$ cat src/rtl/converter_seq_pkg.sv
// Shared state codes, fault-cause bit positions and a magnitude helper for the converter sequencer.
// Latency: n/a (types and constants only).
// Backpressure: n/a.
package converter_seq_pkg;

  typedef enum logic [2:0] {
    ST_IDLE    = 3'd0,
    ST_ARM     = 3'd1,
    ST_STARTUP = 3'd2,
    ST_RUN     = 3'd3,
    ST_FAULT   = 3'd4
  } state_t;

  // Bit positions inside the 2-bit fault code.
  localparam int FC_OVERCURRENT  = 0;
  localparam int FC_OUT_OF_RANGE = 1;

  // |x| widened to 15 bits so that -8192 maps to +8192 instead of wrapping.
  function automatic logic [14:0] abs15(input logic signed [13:0] x);
    logic [14:0] ext;
    ext = {x[13], x};
    return ext[14] ? (~ext + 15'd1) : ext;
  endfunction

endpackage

$ cat src/rtl/converter_sequencer_fault_monitor.sv
// Fault monitor: overcurrent compare on |ic| and consecutive-cycle filter on the ADC out-of-range flags.
// Latency: cause is combinational from the current sample plus the registered run-length count.
// Backpressure: none; evaluates every cycle.
// Ports: clk/rst (sync, active-high), ic (signed tank current), or_a/or_b (ADC flags),
//        cause[1:0] (bit FC_OVERCURRENT, bit FC_OUT_OF_RANGE).
module fault_monitor
  import converter_seq_pkg::*;
#(
  parameter logic [13:0] I_LIMIT = 14'd6000,
  parameter int          OR_FILT = 4
) (
  input  logic               clk,
  input  logic               rst,
  input  logic signed [13:0] ic,
  input  logic               or_a,
  input  logic               or_b,
  output logic [1:0]         cause
);

  localparam int FW = (OR_FILT > 1) ? $clog2(OR_FILT) : 1;
  localparam logic [FW-1:0] OR_LAST = FW'(OR_FILT - 1);

  logic          or_now;
  logic [FW-1:0] or_cnt;   // consecutive out-of-range cycles seen before this one, saturating at OR_LAST
  logic [14:0]   mag;

  assign or_now = or_a | or_b;
  assign mag    = abs15(ic);

  always_ff @(posedge clk) begin
    if (rst) begin
      or_cnt <= '0;
    end else if (!or_now) begin
      or_cnt <= '0;
    end else if (or_cnt != OR_LAST) begin
      or_cnt <= or_cnt + FW'(1);
    end
  end

  always_comb begin
    cause                  = '0;
    cause[FC_OVERCURRENT]  = (mag > {1'b0, I_LIMIT});
    // The current high cycle completes the run when OR_FILT-1 highs preceded it.
    cause[FC_OUT_OF_RANGE] = or_now && (or_cnt == OR_LAST);
  end

endmodule

$ cat src/rtl/converter_sequencer.sv
// Converter start-up sequencer: IDLE -> ARM -> STARTUP (theta ramp) -> RUN, with latched fault handling.
// Latency: all outputs registered; state and outputs change one cycle after the deciding input.
// Backpressure: none; i_enable is a level request, faults override it.
// Ports: i_clock, i_RESET (sync, active-high), i_enable, i_theta_target, i_iC, i_or_A, i_or_B;
//        o_enable (gate), o_theta, o_state, o_fault_code, o_fault_cnt.
module converter_sequencer
  import converter_seq_pkg::*;
#(
  parameter int                 ARM_CYCLES  = 100,
  parameter int                 RAMP_DIV    = 1000,
  parameter logic signed [31:0] THETA_START = 32'sd0,
  parameter logic signed [31:0] THETA_STEP  = 32'sd1000,
  parameter logic [13:0]        I_LIMIT     = 14'd6000,
  parameter int                 OR_FILT     = 4
) (
  input  logic               i_clock,
  input  logic               i_RESET,
  input  logic               i_enable,
  input  logic signed [31:0] i_theta_target,
  input  logic signed [13:0] i_iC,
  input  logic               i_or_A,
  input  logic               i_or_B,
  output logic               o_enable,
  output logic signed [31:0] o_theta,
  output logic [2:0]         o_state,
  output logic [1:0]         o_fault_code,
  output logic [7:0]         o_fault_cnt
);

  localparam int CMAX = (ARM_CYCLES > RAMP_DIV) ? ARM_CYCLES : RAMP_DIV;
  localparam int CW   = (CMAX > 1) ? $clog2(CMAX) : 1;
  localparam logic [CW-1:0] ARM_LAST  = CW'(ARM_CYCLES - 1);
  localparam logic [CW-1:0] RAMP_LAST = CW'(RAMP_DIV - 1);

  state_t             state, state_nxt;
  logic [CW-1:0]      cyc_cnt, cyc_cnt_nxt;   // shared by ARM dwell and ramp divider
  logic               enable_nxt;
  logic signed [31:0] theta_nxt;
  logic [1:0]         fault_code_nxt;
  logic [7:0]         fault_cnt_nxt;

  logic [1:0]         cause;
  logic               fault;

  logic signed [32:0] ramp_diff;
  logic [32:0]        ramp_mag;
  logic               ramp_tick;
  logic               ramp_done;
  logic signed [31:0] theta_ramped;

  fault_monitor #(
    .I_LIMIT (I_LIMIT),
    .OR_FILT (OR_FILT)
  ) u_fault_monitor (
    .clk   (i_clock),
    .rst   (i_RESET),
    .ic    (i_iC),
    .or_a  (i_or_A),
    .or_b  (i_or_B),
    .cause (cause)
  );

  assign fault = |cause;

  // Difference taken at 33 bits so far-apart signed values cannot wrap.
  assign ramp_diff    = {i_theta_target[31], i_theta_target} - {o_theta[31], o_theta};
  assign ramp_mag     = ramp_diff[32] ? 33'(-ramp_diff) : 33'(ramp_diff);
  assign ramp_tick    = (cyc_cnt == RAMP_LAST);
  assign ramp_done    = (ramp_mag <= {1'b0, THETA_STEP});
  assign theta_ramped = ramp_done     ? i_theta_target :
                        ramp_diff[32] ? (o_theta - THETA_STEP) :
                                        (o_theta + THETA_STEP);

  // State and output registers.
  always_ff @(posedge i_clock) begin
    if (i_RESET) begin
      state        <= ST_IDLE;
      cyc_cnt      <= '0;
      o_enable     <= 1'b0;
      o_theta      <= THETA_START;
      o_fault_code <= '0;
      o_fault_cnt  <= '0;
    end else begin
      state        <= state_nxt;
      cyc_cnt      <= cyc_cnt_nxt;
      o_enable     <= enable_nxt;
      o_theta      <= theta_nxt;
      o_fault_code <= fault_code_nxt;
      o_fault_cnt  <= fault_cnt_nxt;
    end
  end

  assign o_state = state;

  // Next state and dwell counter. Fault beats a dropped enable.
  always_comb begin
    state_nxt = state;
    case (state)
      ST_IDLE: begin
        if (i_enable) state_nxt = ST_ARM;
      end
      ST_ARM: begin
        if (fault)                      state_nxt = ST_FAULT;
        else if (!i_enable)             state_nxt = ST_IDLE;
        else if (cyc_cnt == ARM_LAST)   state_nxt = ST_STARTUP;
      end
      ST_STARTUP: begin
        if (fault)                      state_nxt = ST_FAULT;
        else if (!i_enable)             state_nxt = ST_IDLE;
        else if (ramp_tick && ramp_done) state_nxt = ST_RUN;
      end
      ST_RUN: begin
        if (fault)                      state_nxt = ST_FAULT;
        else if (!i_enable)             state_nxt = ST_IDLE;
      end
      ST_FAULT: begin
        if (!i_enable)                  state_nxt = ST_IDLE;
      end
      default: state_nxt = ST_IDLE;
    endcase

    if (state_nxt != state) begin
      cyc_cnt_nxt = '0;
    end else if (state == ST_ARM) begin
      cyc_cnt_nxt = cyc_cnt + CW'(1);
    end else if (state == ST_STARTUP) begin
      cyc_cnt_nxt = ramp_tick ? '0 : cyc_cnt + CW'(1);
    end else begin
      cyc_cnt_nxt = '0;
    end
  end

  // Next values of the registered outputs, keyed on where the FSM is heading.
  always_comb begin
    enable_nxt     = (state_nxt == ST_STARTUP) || (state_nxt == ST_RUN);
    theta_nxt      = o_theta;
    fault_code_nxt = '0;
    fault_cnt_nxt  = o_fault_cnt;

    case (state_nxt)
      ST_IDLE, ST_ARM: theta_nxt = THETA_START;
      ST_STARTUP:      if (state == ST_STARTUP && ramp_tick) theta_nxt = theta_ramped;
      ST_RUN:          theta_nxt = i_theta_target;
      default:         theta_nxt = o_theta;   // FAULT holds theta
    endcase

    if (state_nxt == ST_FAULT) begin
      if (state != ST_FAULT) begin
        fault_code_nxt = cause;
        fault_cnt_nxt  = (o_fault_cnt == 8'hFF) ? o_fault_cnt : o_fault_cnt + 8'd1;
      end else begin
        fault_code_nxt = o_fault_code;
      end
    end
  end

endmodule

$ cat config.mk
export PLATFORM = sky130hd
export DESIGN_NAME = converter_sequencer
export DESIGN_NICKNAME = d
export VERILOG_FILES = /design/src/rtl/converter_seq_pkg.sv /design/src/rtl/converter_sequencer_fault_monitor.sv /design/src/rtl/converter_sequencer.sv
export SDC_FILE = /design/constraint.sdc
export NUM_CORES = 1
export LEC_CHECK = 0
export CORE_ASPECT_RATIO = 0.75
export CORE_MARGIN = 2
export CORE_UTILIZATION = 35
export DETAILED_ROUTE_END_ITERATION = 16
export HOLD_SLACK_MARGIN = 0.08
export PLACE_DENSITY = 0.57
export SYNTH_ARGS = -nofsm -noshare
export SYNTH_HDL_FRONTEND = slang
export SYNTH_HIERARCHICAL = 1
export SYNTH_SLANG_ARGS = --single-unit
$ cat constraint.sdc
create_clock -name i_clock -period 15.3 [get_ports i_clock]
set_input_delay 3.06 -clock i_clock [delete_from_list [all_inputs] [get_ports i_clock]]
set_output_delay 3.06 -clock i_clock [all_outputs]
set_load 0.01 [all_outputs]
==> results of run 1 <==
==> path summary, 6_finish.rpt <==
path / cells past startpoint / endpoint / slack [ps]
max reg2reg: 24 / o_theta[31]$_SDFFE_PP0P_ / 8460
max: 26 / o_theta[31]$_SDFFE_PP0P_ / 5630
min reg2reg: 1 / cyc_cnt[0]$_SDFF_PP0_ / 450
min: 1 / cyc_cnt[0]$_SDFF_PP0_ / 450
==> per-stage QoR <==
stage | instances | total power, mW | worst slack [ps] | area [sq um]
2_1_floorplan | 1042 | 0.258 | 6700 | 7500
3_3_place_gp | 1393 | 0.303 | 5490 | 8720
3_5_place_dp | 1393 | 0.303 | 5360 | 8720
4_1_cts | 1409 | 0.532 | 5710 | 9050
5_1_grt | 1409 | 0.555 | 5070 | 9050
6_report | 1409 | 0.529 | 5630 | 9050
==> logic make-up (layout without fill, tap and decap cells) <==
| kind of cell | after synthesis | in the layout |
|---|---|---|
| XOR/XNOR | 59 | 59 |
| multiplexers | 11 | 11 |
| flip-flops | 58 | 58 |
| AO/OA/AOI/OAI | 326 | 326 |
| buffers and inverters | 104 | 183 |
| AND/OR/NAND/NOR | 419 | 419 |
| adder cells (fa/ha/maj) | 65 | 65 |
==> synth_stat cells, drive strengths merged, types with 4 or more instances <==
master,n
a22oi,25
or3,16
a21o,31
a211oi,10
nor3b,5
or2,5
o21a,13
a2111oi,4
or4,5
buf,10
dfxtp,58
o311ai,4
ha,63
xnor2,33
clkbuf,29
nand3b,15
o211ai,27
o21ai,43
o2111ai,5
nor4,8
and2,11
nor2b,9
a211o,5
a31oi,18
o221ai,7
a21oi,71
and3,20
o31a,4
xor2,26
and4,6
a21boi,7
nor3,38
nand2b,19
nand2,87
nand4,8
inv,65
nor2,88
mux2i,9
o31ai,14
nand3,64
==> power by group through the flow <==
| stage | Sequential (mW) | Clock (mW) | Combinational (mW) |
|---|---|---|---|
| floorplan | 0.156 | 0 | 0.101 |
| global placement | 0.156 | 0 | 0.147 |
| detailed placement | 0.156 | 0 | 0.147 |
| CTS | 0.153 | 0.232 | 0.147 |
| global route | 0.153 | 0.236 | 0.166 |
| finish | 0.153 | 0.227 | 0.149 |
==> flip-flops by register name, indices dropped and copies added (netlist names) <==
name                    flops
o_fault_cnt                 8
cyc_cnt                    10
o_theta                    32
o_enable                    1
o_fault_code                2
o_state                     3
u_fault_monitor/or_cnt      2
==> cell type report <==
class                           instances  area, sq um  area share (%)
Multi-Input combinational cell        880         5950            65.8
Sequential cell                        58         1160            12.8
Timing Repair Buffer                  102         1010            11.1
Tap cell                              288          360            3.98
Inverter                               65          244            2.70
Clock buffer                            9          225            2.49
Clock inverter                          7          103            1.13
==> layer usage <==
layer | global-route usage (%) | part of all wire (%) | up-vias
met4 | 4.14 | 0.86 | 0
met1 | 31.9 | 54 | 3790
li1 | - | - | 4059
met2 | 32.2 | 40 | 232
met5 | 0 | 0 | -
met3 | 3.15 | 5.1 | 14
==> results.json, run 1 <==
{
  "place.gp.congestion": 0.890,
  "drive_above_1_share_pct": 4.37,
  "crit_family": "compound AO/OA/AOI/OAI gates",
  "cpPeakStageDelay_ps": 620,
  "power.internal_mw": 0.356,
  "rsz0062_at_grt": "no",
  "skew_ps": 9.36,
  "synth_mux_area_share_pct": 1.50,
  "synthSimpleGateAreaFrac_pct": 29.2,
  "ant_nets": 0,
  "clock_path_buffers": 2,
  "wl_per_cell_um": 16.9,
  "clk_pin_slew_worst_paths_ps": 60,
  "core_sq_mm": 0.0211,
  "p_sw_share_pct": 32.7,
  "die_h_um": 131,
  "max_freq_ghz": 0.103,
  "synth-edff-count": 0,
  "worst_pin_slew_ps": 973,
  "die-area_sq_mm": 0.0226,
  "hp-start": "cyc_cnt[0]$_SDFF_PP0_",
  "synth_fp_nets": 1158,
  "synthToLayoutAreaGrowth_pct": 20.6,
  "drt_first_pass_iters": 5,
  "pwr_density_cell_mw_per_mm2": 58.5,
  "r2r-start": "o_theta[3]$_SDFFE_PP0P_",
  "hold_buffers": 0,
  "cts.sinks": 58,
  "yosysTopAreaCellShare_pct": 15.5,
  "drv_cap": 0,
  "relSlewSlack_pct": 33.5,
  "path_buf_inv": 3,
  "p_comb_share_pct": 28.2,
  "cts_buffers": 9,
  "port_buffers": 96,
  "crit_path_frequent_cell": "a21oi_1",
  "synthFlopType": "dfxtp_1",
  "arrival_ps": 9870,
  "yosysTopAreaCell": "dfxtp_1",
  "antenna_found_initial": 0,
  "yosysSeqAreaShare_pct": 15.5,
  "cts_tree": "built",
  "worstPathMaxFanout": 17,
  "fin_crit_ps": 9670,
  "async_flop_share_pct": 0,
  "hold_violations": 0,
  "cp-start-kind": "input pin",
  "grt_max_degree": 49,
  "synth-seq-cells": 58,
  "layout.nets": 1232,
  "critPathRequiredTime_ps": 15500,
  "cp-end-kind": "flip-flop",
  "fp-row-count": 46,
  "switchingPower_mw": 0.173,
  "grt_pass1_vias": 7487,
  "pwr-share-clk_pct": 42.9,
  "viasPerCell": 5.75,
  "post-route-period-util_pct": 63.2,
  "synth_cell_types": 86,
  "grt_pass1_wl_um": 39300,
  "n_antenna_cell": 0,
  "cts_resized": 0,
  "netlist_area_sq_mm": 0.00750,
  "yosys_warnings": 6,
  "cpMaxStageDelayCell": "o41ai_1",
  "clk_latency_ps": 350,
  "yosys.area_share.adder_pct": 11.0,
  "via_count": 8095,
  "synthCells": 1042,
  "wirelength_um": 23800,
  "cts.root.buffer_cell": "clkbuf_16",
  "die-width_um": 173,
  "grt.overflow.total": 0,
  "synth_area_leaders": "dfxtp_1 (15%), ha_1 (11%), a21oi_1 (4.7%)",
  "ctsHtreeMaxLevel": 3,
  "drc": 0,
  "pwr-share-seq_pct": 28.9,
  "timing.hold.ws_ps": 449,
  "post-route-util_pct": 43.0,
  "dr.first_iter.drc_count": 647,
  "final_cell_mix": "clkdlybuf4s50_1 (96), nand2_1 (87), nor2_1 (86)",
  "fillers": 2182,
  "final_common_cell": "clkdlybuf4s50_1",
  "synth_top_family_by_area": "compound AO/OA/AOI/OAI gates",
  "path_class": "in2reg",
  "post_cts_buffers": 0,
  "hold_class": "reg2reg",
  "crit_start": "i_theta_target[0]",
  "synth_area_per_cell_sq_um": 7.20,
  "start_util_pct": 35.6,
  "slew_viol_final": 0,
  "grt_util_all_layers_pct": 21.3,
  "dp_hpwl_um": 18600,
  "finalSetupViolations": 0,
  "p_leak_nw": 3.43,
  "finalSetupTns_ps": 0,
  "synth-xor-area-share_pct": 6.89,
  "peakVddDrop_uv": 33.9,
  "io_pins": 97,
  "synth-compound-area-share_pct": 30.4,
  "status": "finished clean"
}
(Power assumes the default switching activity.)
==> run 2: changes to the inputs <==
Settings changed: PLACE_DENSITY 0.57 to 0.59.
Clock period 15.3 ns to 8.3 ns, I/O delays scaled along.
==> run 2 against run 1 <==
Compared with the run above:
- wire length up 0.55%
- setup slack got worse by 5000 ps
- via count increased by 1.8%
- worst hold slack worse by 1.9 ps
- clock power grew 59%
- flip-flop and latch count unchanged
- clock-buffer cell count increased by 1
- total power is 74% higher
- utilization is essentially flat
- largest cell class unchanged
- sequential share of layout area barely moved
==> results.json, run 2 (same netlist as run 1, synthesis figures left out) <==
{
  "status": "finished clean",
  "preCtsSetupSlack_ps": 199,
  "finalPower_mw": 0.922,
  "fp-row-count": 46,
  "start_util_pct": 35.6,
  "finalSetupViolations": 0,
  "core_sq_mm": 0.0211,
  "cts.root.buffer_cell": "clkbuf_16",
  "final_common_cell": "clkdlybuf4s50_1",
  "cts.sinks": 58,
  "cp-end-kind": "flip-flop",
  "rsz0062_at_grt": "no",
  "pwr_density_cell_mw_per_mm2": 102,
  "grt_pass1_wl_um": 39800,
  "ant_nets": 0,
  "via_count": 8243,
  "arrival_ps": 7860,
  "drive_above_1_share_pct": 4.80,
  "drt_first_pass_iters": 5,
  "cpMaxStageDelayCell": "clkdlybuf4s50_1",
  "clk_latency_ps": 340,
  "hp-start": "cyc_cnt[0]$_SDFF_PP0_",
  "dr.first_iter.drc_count": 732,
  "cp-start-kind": "input pin",
  "peakVddDrop_uv": 80.9,
  "r2r-start": "o_theta[3]$_SDFFE_PP0P_",
  "crit_path_frequent_cell": "a21oi_1",
  "finalSetupTns_ps": 0,
  "fin_crit_ps": 7680,
  "cts_buffers": 9,
  "wirelength_um": 24000,
  "clock_path_buffers": 2,
  "drv_cap": 0,
  "holdPathStages": 1,
  "die-area_sq_mm": 0.0226,
  "worstPathMaxFanout": 7,
  "wl_per_cell_um": 17.0,
  "grt.overflow.total": 0,
  "hold_buffers": 0,
  "path_class": "in2reg",
  "hold_class": "reg2reg",
  "post-route-period-util_pct": 92.5,
  "grt_pass1_vias": 7549,
  "cts_tree": "built",
  "rr_worst_depth": 25,
  "grt_max_degree": 49,
  "die-width_um": 173,
  "antenna_found_initial": 0,
  "slew_viol_final": 0,
  "die_h_um": 131,
  "synthToLayoutAreaGrowth_pct": 20.6,
  "dp_hpwl_um": 18500,
  "dpl_cell_area_sq_mm": 0.00876,
  "hold_end": "cyc_cnt[0]$_SDFF_PP0_",
  "place.gp.congestion": 0.867,
  "ctsHtreeMaxLevel": 3,
  "timing.hold.ws_ps": 447,
  "io_pins": 97,
  "reg.largest.list": "o_theta: 32 flops, cyc_cnt: 10 flops, o_fault_cnt: 8 flops",
  "cpPeakStageDelay_ps": 460,
  "relSlewSlack_pct": 39.3,
  "max_freq_ghz": 0.130,
  "hold_violations": 0,
  "p_leak_nw": 3.43,
  "grt_util_all_layers_pct": 21.5,
  "setup_ws_ps": 619,
  "n_antenna_cell": 0,
  "skew_ps": 8.22,
  "critPathRequiredTime_ps": 8480,
  "final_cell_mix": "clkdlybuf4s50_1 (96), nand2_1 (87), nor2_1 (86)",
  "largest_reg_flops": 32,
  "final_area_sq_mm": 0.00905,
  "viasPerCell": 5.83,
  "rrSetupSlack_ps": 2080,
  "worst_pin_slew_ps": 887,
  "top_register": "o_theta",
  "timing.rr.end": "o_theta[31]$_SDFFE_PP0P_",
  "drc": 0,
  "layout.nets": 1236,
  "clk_pin_slew_worst_paths_ps": 60,
  "port_buffers": 96
}
run 2: cell types whose count changed in the layout (fill, tap and decap cells not counted), sizes merged:
cell	previous run	this run
clkinv	3	2
bufinv	2	0
buf	6	10
clkbuf	9	10
clkinvlp	1	3
run 2: layer usage:
metal / track usage (%) / up-vias / wire length (um)
met4: 4.64 / 0 / 295
met2: 31.9 / 262 / 9620
met3: 3.70 / 27 / 1480
li1: - / 4060 / -
met5: 0 / - / 0
met1: 32.1 / 3894 / 12600
run 2: worst max-delay path by stage:
stage                 startpoint                  endpoint  slack, ps  cells after the start
4_1_cts        i_theta_target[0]  o_theta[31]$_SDFFE_PP0P_        500                     27
3_5_place_dp   i_theta_target[0]  o_theta[31]$_SDFFE_PP0P_        200                     27
2_1_floorplan  i_theta_target[0]  o_theta[31]$_SDFFE_PP0P_       1100                     26
3_3_place_gp   i_theta_target[0]  o_theta[31]$_SDFFE_PP0P_        360                     27
6_report       i_theta_target[0]  o_theta[31]$_SDFFE_PP0P_        620                     27
5_1_grt        i_theta_target[0]  o_theta[31]$_SDFFE_PP0P_        160                     27
run 2: stage by stage:
step                      util, %  instances
after CTS                    42.9       1413
after detailed placement     41.6       1397
after global placement       41.6       1397
after global routing         43.0       1413
final                        43.0       1413
after floorplan                 -       1042
run 2: cell type report:
cell class / count / area (sq um)
well taps: 288 / 360
clock inverters: 6 / 41.3
clock buffers: 10 / 239
fillers: 2166 / 12000
flip-flops and latches: 58 / 1160
multi-input cells: 880 / 5960
repair buffers: 106 / 1050
inverters: 65 / 244
run 2: power breakdown:
group	switching [mW]	internal [mW]	total [mW]
Clock	0.150	0.210	0.360
Combinational	0.166	0.113	0.279
Sequential	0.00210	0.280	0.282
run 2: worst max-delay path, delay by kind of cell:
| family | cells | cell delay, ps |
|---|---|---|
| adder cells (fa/ha/maj) | 3 | 940 |
| AO/OA/AOI/OAI | 15 | 3640 |
| buffers and inverters | 4 | 930 |
| XOR/XNOR | 1 | 80 |
| AND/OR/NAND/NOR | 4 | 630 |
run 2: what timing repair did:
action,in CTS,in global routing
setup buffers,0,0
endpoints found under the setup margin,0,1
gates resized for setup,0,1
==> run 3: changes to the inputs <==
Settings changed: CTS_BUF_LIST set to sky130_fd_sc_hd__clkbuf_4, PLACE_DENSITY 0.59 to 0.57, SLEW_MARGIN set to 20.
Clock period 8.3 ns to 8.5 ns, I/O delays scaled along.
==> run 3 against run 2 <==
Compared with the run above:
- clock-buffer cell count decreased by 1
- total power is 14% lower
- global-route usage decreased by 0.25 points
- non-clock buffer count fell by 2
- sequential share of layout area rose by 0.19 points
- utilization shrank 0.64 points
- largest cell class unchanged
- first-iteration DRC count down 8.2%
- via count fell by 0.89%
- clock skew grew 17 ps
- clock power shrank 31%
==> results.json, run 3 (same netlist as run 1, synthesis figures left out) <==
{
  "status": "finished clean",
  "grt_pass1_vias": 7406,
  "relSlewSlack_pct": 30.4,
  "finalSetupViolations": 0,
  "place.gp.congestion": 0.879,
  "arrival_ps": 8120,
  "ant_nets": 0,
  "pwr-share-clk_pct": 31.2,
  "dp_hpwl_um": 18900,
  "hold_violations": 0,
  "via_count": 8170,
  "drv_cap": 0,
  "antenna_found_initial": 0,
  "drive_above_1_share_pct": 4.72,
  "cts_tree": "built",
  "io_pins": 97,
  "slew_viol_final": 0,
  "switchingPower_mw": 0.291,
  "pwr-share-seq_pct": 34.6,
  "post-route-period-util_pct": 91.8,
  "peakVddDrop_uv": 64.4,
  "wl_per_cell_um": 17.1,
  "start_util_pct": 35.6,
  "hold_class": "reg2reg",
  "dr.first_iter.drc_count": 672,
  "p_comb_share_pct": 34.2,
  "top_register": "o_theta",
  "cts_buffers": 9,
  "n_antenna_cell": 0,
  "die-width_um": 173,
  "p_sw_share_pct": 36.6,
  "port_buffers": 96,
  "cts.root.buffer_cell": "clkbuf_4",
  "finalSetupTns_ps": 0,
  "path_class": "in2reg",
  "cp-start-kind": "input pin",
  "final_common_cell": "clkdlybuf4s50_1",
  "wirelength_um": 24200,
  "clk_pin_slew_worst_paths_ps": 130,
  "finalPower_mw": 0.796,
  "preCtsSetupSlack_ps": 104,
  "fillers": 2215,
  "worstPathMaxFanout": 7,
  "clk_latency_ps": 450,
  "final_cell_mix": "clkdlybuf4s50_1 (96), nand2_1 (87), nor2_1 (86)",
  "post-route-util_pct": 42.3,
  "critPathRequiredTime_ps": 8810,
  "reg.largest.list": "o_theta: 32 flops, cyc_cnt: 10 flops, o_fault_cnt: 8 flops",
  "max_freq_ghz": 0.128,
  "drc": 0,
  "cts.sinks": 58,
  "drt_first_pass_iters": 5,
  "fp-row-count": 46,
  "skew_ps": 25.0,
  "die_h_um": 131,
  "clock_path_buffers": 2,
  "grt_pass1_wl_um": 39300,
  "setup_ws_ps": 698,
  "grt.overflow.total": 0,
  "layout.nets": 1234,
  "synthToLayoutAreaGrowth_pct": 18.8,
  "p_leak_nw": 3.36,
  "ctsHtreeMaxLevel": 3,
  "cp-end-kind": "flip-flop",
  "grt_util_all_layers_pct": 21.2,
  "fin_crit_ps": 7800,
  "power.internal_mw": 0.505,
  "viasPerCell": 5.79,
  "largest_reg_flops": 32,
  "die-area_sq_mm": 0.0226,
  "worst_pin_slew_ps": 1020,
  "rsz0062_at_grt": "no",
  "pwr_density_cell_mw_per_mm2": 89.3,
  "grt_max_degree": 49,
  "core_sq_mm": 0.0211
}
-- run 3: stage by stage --
| stage | hold WS, ps | area (sq um) | cells |
|---|---|---|---|
| 2_1_floorplan | 418 | 7500 | 1042 |
| 3_3_place_gp | 436 | 8740 | 1395 |
| 3_5_place_dp | 440 | 8740 | 1395 |
| 4_1_cts | 458 | 8910 | 1411 |
| 5_1_grt | 497 | 8920 | 1411 |
| 6_report | 455 | 8920 | 1411 |
-- run 3: power by group through the flow --
stage	Clock, mW	Sequential [mW]	Combinational (mW)
6_report	0.248	0.275	0.273
5_1_grt	0.269	0.276	0.302
4_1_cts	0.257	0.275	0.268
3_5_place_dp	0	0.282	0.266
3_3_place_gp	0	0.282	0.265
2_1_floorplan	0	0.281	0.182
-- run 3: per-layer routing --
metal  vias to the layer above  routed length [um]  part of all wire [%]  global-route usage, %
met5                         -                   0                     0                      0
met4                         0                 172                  0.71                   2.99
li1                       4066                   -                     -                      -
met3                        14                1650                   6.8                   4.28
met1                      3828               12500                    52                   31.3
met2                       262                9870                    41                   32.4
-- run 3: final timing paths --
path                                         startpoint                  endpoint  slack (ps)  cells past startpoint
worst max-delay path                  i_theta_target[0]  o_theta[31]$_SDFFE_PP0P_         700                     26
worst min-delay path              cyc_cnt[0]$_SDFF_PP0_     cyc_cnt[0]$_SDFF_PP0_         450                      1
worst max register to register  o_theta[3]$_SDFFE_PP0P_  o_theta[31]$_SDFFE_PP0P_        2050                     24
worst min register to register    cyc_cnt[0]$_SDFF_PP0_     cyc_cnt[0]$_SDFF_PP0_         450                      1
-- run 3: critical path: stages --
cell and delay (ps):
clkdlybuf4s50_1 450, inv_1 50, ha_1 220, fa_1 380
nand2b_1 200, a21bo_2 260, a211oi_1 330, nor3_1 170
o41ai_2 440, a22oi_2 220, inv_1 260, ha_1 330
nor2b_1 160, o31ai_1 490, a221oi_1 260, o31ai_2 330
a21oi_1 210, a41oi_1 320, a21boi_0 140, o21ai_0 280
a21oi_1 190, a211o_1 280, a21oi_1 170, xnor2_1 80
nand3b_1 80, o221ai_1 110
-- run 3: area by class of cell --
type	count	area (sq um)	area share, %
multi-input combinational	880	5960	66.9
sequential	58	1160	13.0
timing repair buffer	104	1020	11.4
tap	288	360	4.04
inverter	65	244	2.74
clock inverter	7	101	1.14
clock buffer	9	67.6	0.758
-- run 3: repair_timing --
action,CTS,global route
gates resized for setup,0,2
hold buffers,0,0
endpoints found under the setup margin,0,2
setup buffers,0,0
==> patch, RTL diff (flow settings as in run 1) <==
Set the parameter `RAMP_DIV` to 500 (it was 1000).
--- a/src/rtl/converter_sequencer.sv
+++ b/src/rtl/converter_sequencer.sv
@@ -8,5 +8,5 @@
 #(
   parameter int                 ARM_CYCLES  = 100,
-  parameter int                 RAMP_DIV    = 1000,
+  parameter int                 RAMP_DIV    = 500,
   parameter logic signed [31:0] THETA_START = 32'sd0,
   parameter logic signed [31:0] THETA_STEP  = 32'sd1000,
Behaviour: no difference found for any inputs over 10 cycles, from zero or initial values and one cycle with i_RESET high; that may be too few to reach the edited logic, so the function may still have changed.
==> patch against run 1 <==
Worst setup slack better by 0.0047 ns. Final cell count up 0.28%. Area after synthesis up 3.5%. Final area rose by 0.54%. Routed wire length is 3.7% lower. Power decreased by 0.81%. Combinational power increased by 15%. Clock power shrank 10%. Via count shrank 2.1%. Sequential cell count down 1.
==> patch: results (changes against run 1) <==
pre-CTS setup slack -> 5.33 ns (was 5.36 ns)
Top delay family on crit path -> compound AO/OA/AOI/OAI gates (unchanged)
Logic pwr share -> 0.325 (was 0.282)
Multi-input gate area -> 0.00609 mm2 (was 0.00595 mm2)
M2 GR Usage -> 0.275 (was 0.322)
slowest cell delay on critical path -> 0.54 ns (was 0.62 ns)
drt first-iter violations -> 643 (was 647)
routing usage on met3 -> 0.0270 (was 0.0315)
non-clock inverter count -> 60 (was 65)
Slew HR -> 0.359 (was 0.335)
Clk pwr share -> 0.388 (was 0.429)
worst vdd ir -> 0.0613 mV (was 0.0339 mV)
main area contributors after synthesis -> dfxtp_1 15%, ha_1 10%, xnor2_1 4.7%, nand2_1 4.5%, a21oi_1 4.4% (was dfxtp_1 15%, ha_1 11%, a21oi_1 4.7%, nor2_1 4.4%, nand2_1 4.4%)
Non-clk bufs -> 100 (was 102)
DR pass1 iterations -> 7 (was 5)
clock skew -> 0.00990 ns (was 0.00936 ns)
total track usage -> 0.198 (was 0.213)
largest net degree at the start of global routing -> 38 (was 49)
dpl hpwl -> 18000 um (was 18600 um)
placed cell area -> 0.00881 mm2 (was 0.00872 mm2)
share of layout cells above drive strength 1 -> 0.0617 (was 0.0437)
Filler cells -> 2274 (was 2182)
Netlist cell types -> 104 (was 86)
Leak -> 3.40 nW (was 3.43 nW)
run status -> complete, no violations (unchanged)
Critical-path top delay cell -> inv_1 (was o41ai_1)
DRT Wirelength -> 22900 um (was 23800 um)
Post-synth top cells -> 94 x nand2_1, 86 x nor2_1, 68 x a21oi_1 (was 88 x nor2_1, 87 x nand2_1, 70 x a21oi_1)
Largest regs -> o_theta: 32 flops, cyc_cnt: 9 flops, o_fault_cnt: 8 flops (was o_theta: 32 flops, cyc_cnt: 10 flops, o_fault_cnt: 8 flops)
via count -> 7925 (was 8095)
vias in the first global route -> 7202 (was 7487)
Multi-In Gates -> 886 (was 880)
register area share after synthesis -> 0.147 (was 0.155)
crit path DAT -> 9.90 ns (was 9.87 ns)
# clock sinks -> 57 (was 58)
WL per Instance -> 16.2 um (was 16.9 um)
Seq area share -> 0.125 (was 0.128)
Clock-cell share -> 0.0315 (was 0.0362)
met1 Resource Use GR -> 0.313 (was 0.319)
routability cong. -> 0.884 (was 0.890)
Critical Path Fanout Max -> 19 (was 17)
buffering overhead -> 0.109 (was 0.111)
patch: changes by cell type after synthesis, moves of 7 or more:
cell / delta
o31ai_1: -8
a22oi_1: -24
nand2_1: +7
nor3_1: +7
xnor2_1: +9
o21bai_1: +10
nand3_1: -31
clkbuf_1: -14
nand3b_1: -11
o21ai_1: +14
o21ai_0: +21
mux2i_1: +22
patch: final timing paths:
kind / startpoint / to / slack [ns] / depth (start not counted)
setup / recovery: i_theta_target[0] / o_theta[27]$_SDFFE_PP0P_ / 5.63 / 25
setup reg to reg: o_theta[4]$_SDFFE_PP0P_ / o_theta[27]$_SDFFE_PP0P_ / 8.46 / 23
hold / removal: o_fault_code[1]$_SDFFE_PP0P_ / o_fault_code[1]$_SDFFE_PP0P_ / 0.47 / 2
hold reg to reg: o_fault_code[1]$_SDFFE_PP0P_ / o_fault_code[1]$_SDFFE_PP0P_ / 0.47 / 2
patch: layer usage:
layer / vias to the layer above / wire (um) / part of all wire
met5: - / 0 / 0
met4: 0 / 317 / 0.014
met3: 20 / 1320 / 0.058
met2: 228 / 8920 / 0.39
met1: 3657 / 12400 / 0.54
li1: 4020 / - / -
patch: kinds of logic (layout without fill, tap and decap cells):
logic type,after synthesis,after routing,share of synthesized area
AND/OR/NAND/NOR,390,390,0.262
AO/OA/AOI/OAI,329,329,0.292
buffers and inverters,99,176,0.0709
XOR/XNOR,68,68,0.0767
adder cells (fa/ha/maj),66,66,0.108
flip-flops,57,57,0.147
multiplexers,33,33,0.0428
patch: metrics by stage:
step / total power [mW] / hold WS (ns) / utilization
2_1_floorplan: 0.278 / 0.430 / -
3_3_place_gp: 0.321 / 0.450 / 0.402
3_5_place_dp: 0.321 / 0.457 / 0.402
4_1_cts: 0.528 / 0.469 / 0.415
5_1_grt: 0.553 / 0.482 / 0.415
6_report: 0.525 / 0.465 / 0.415
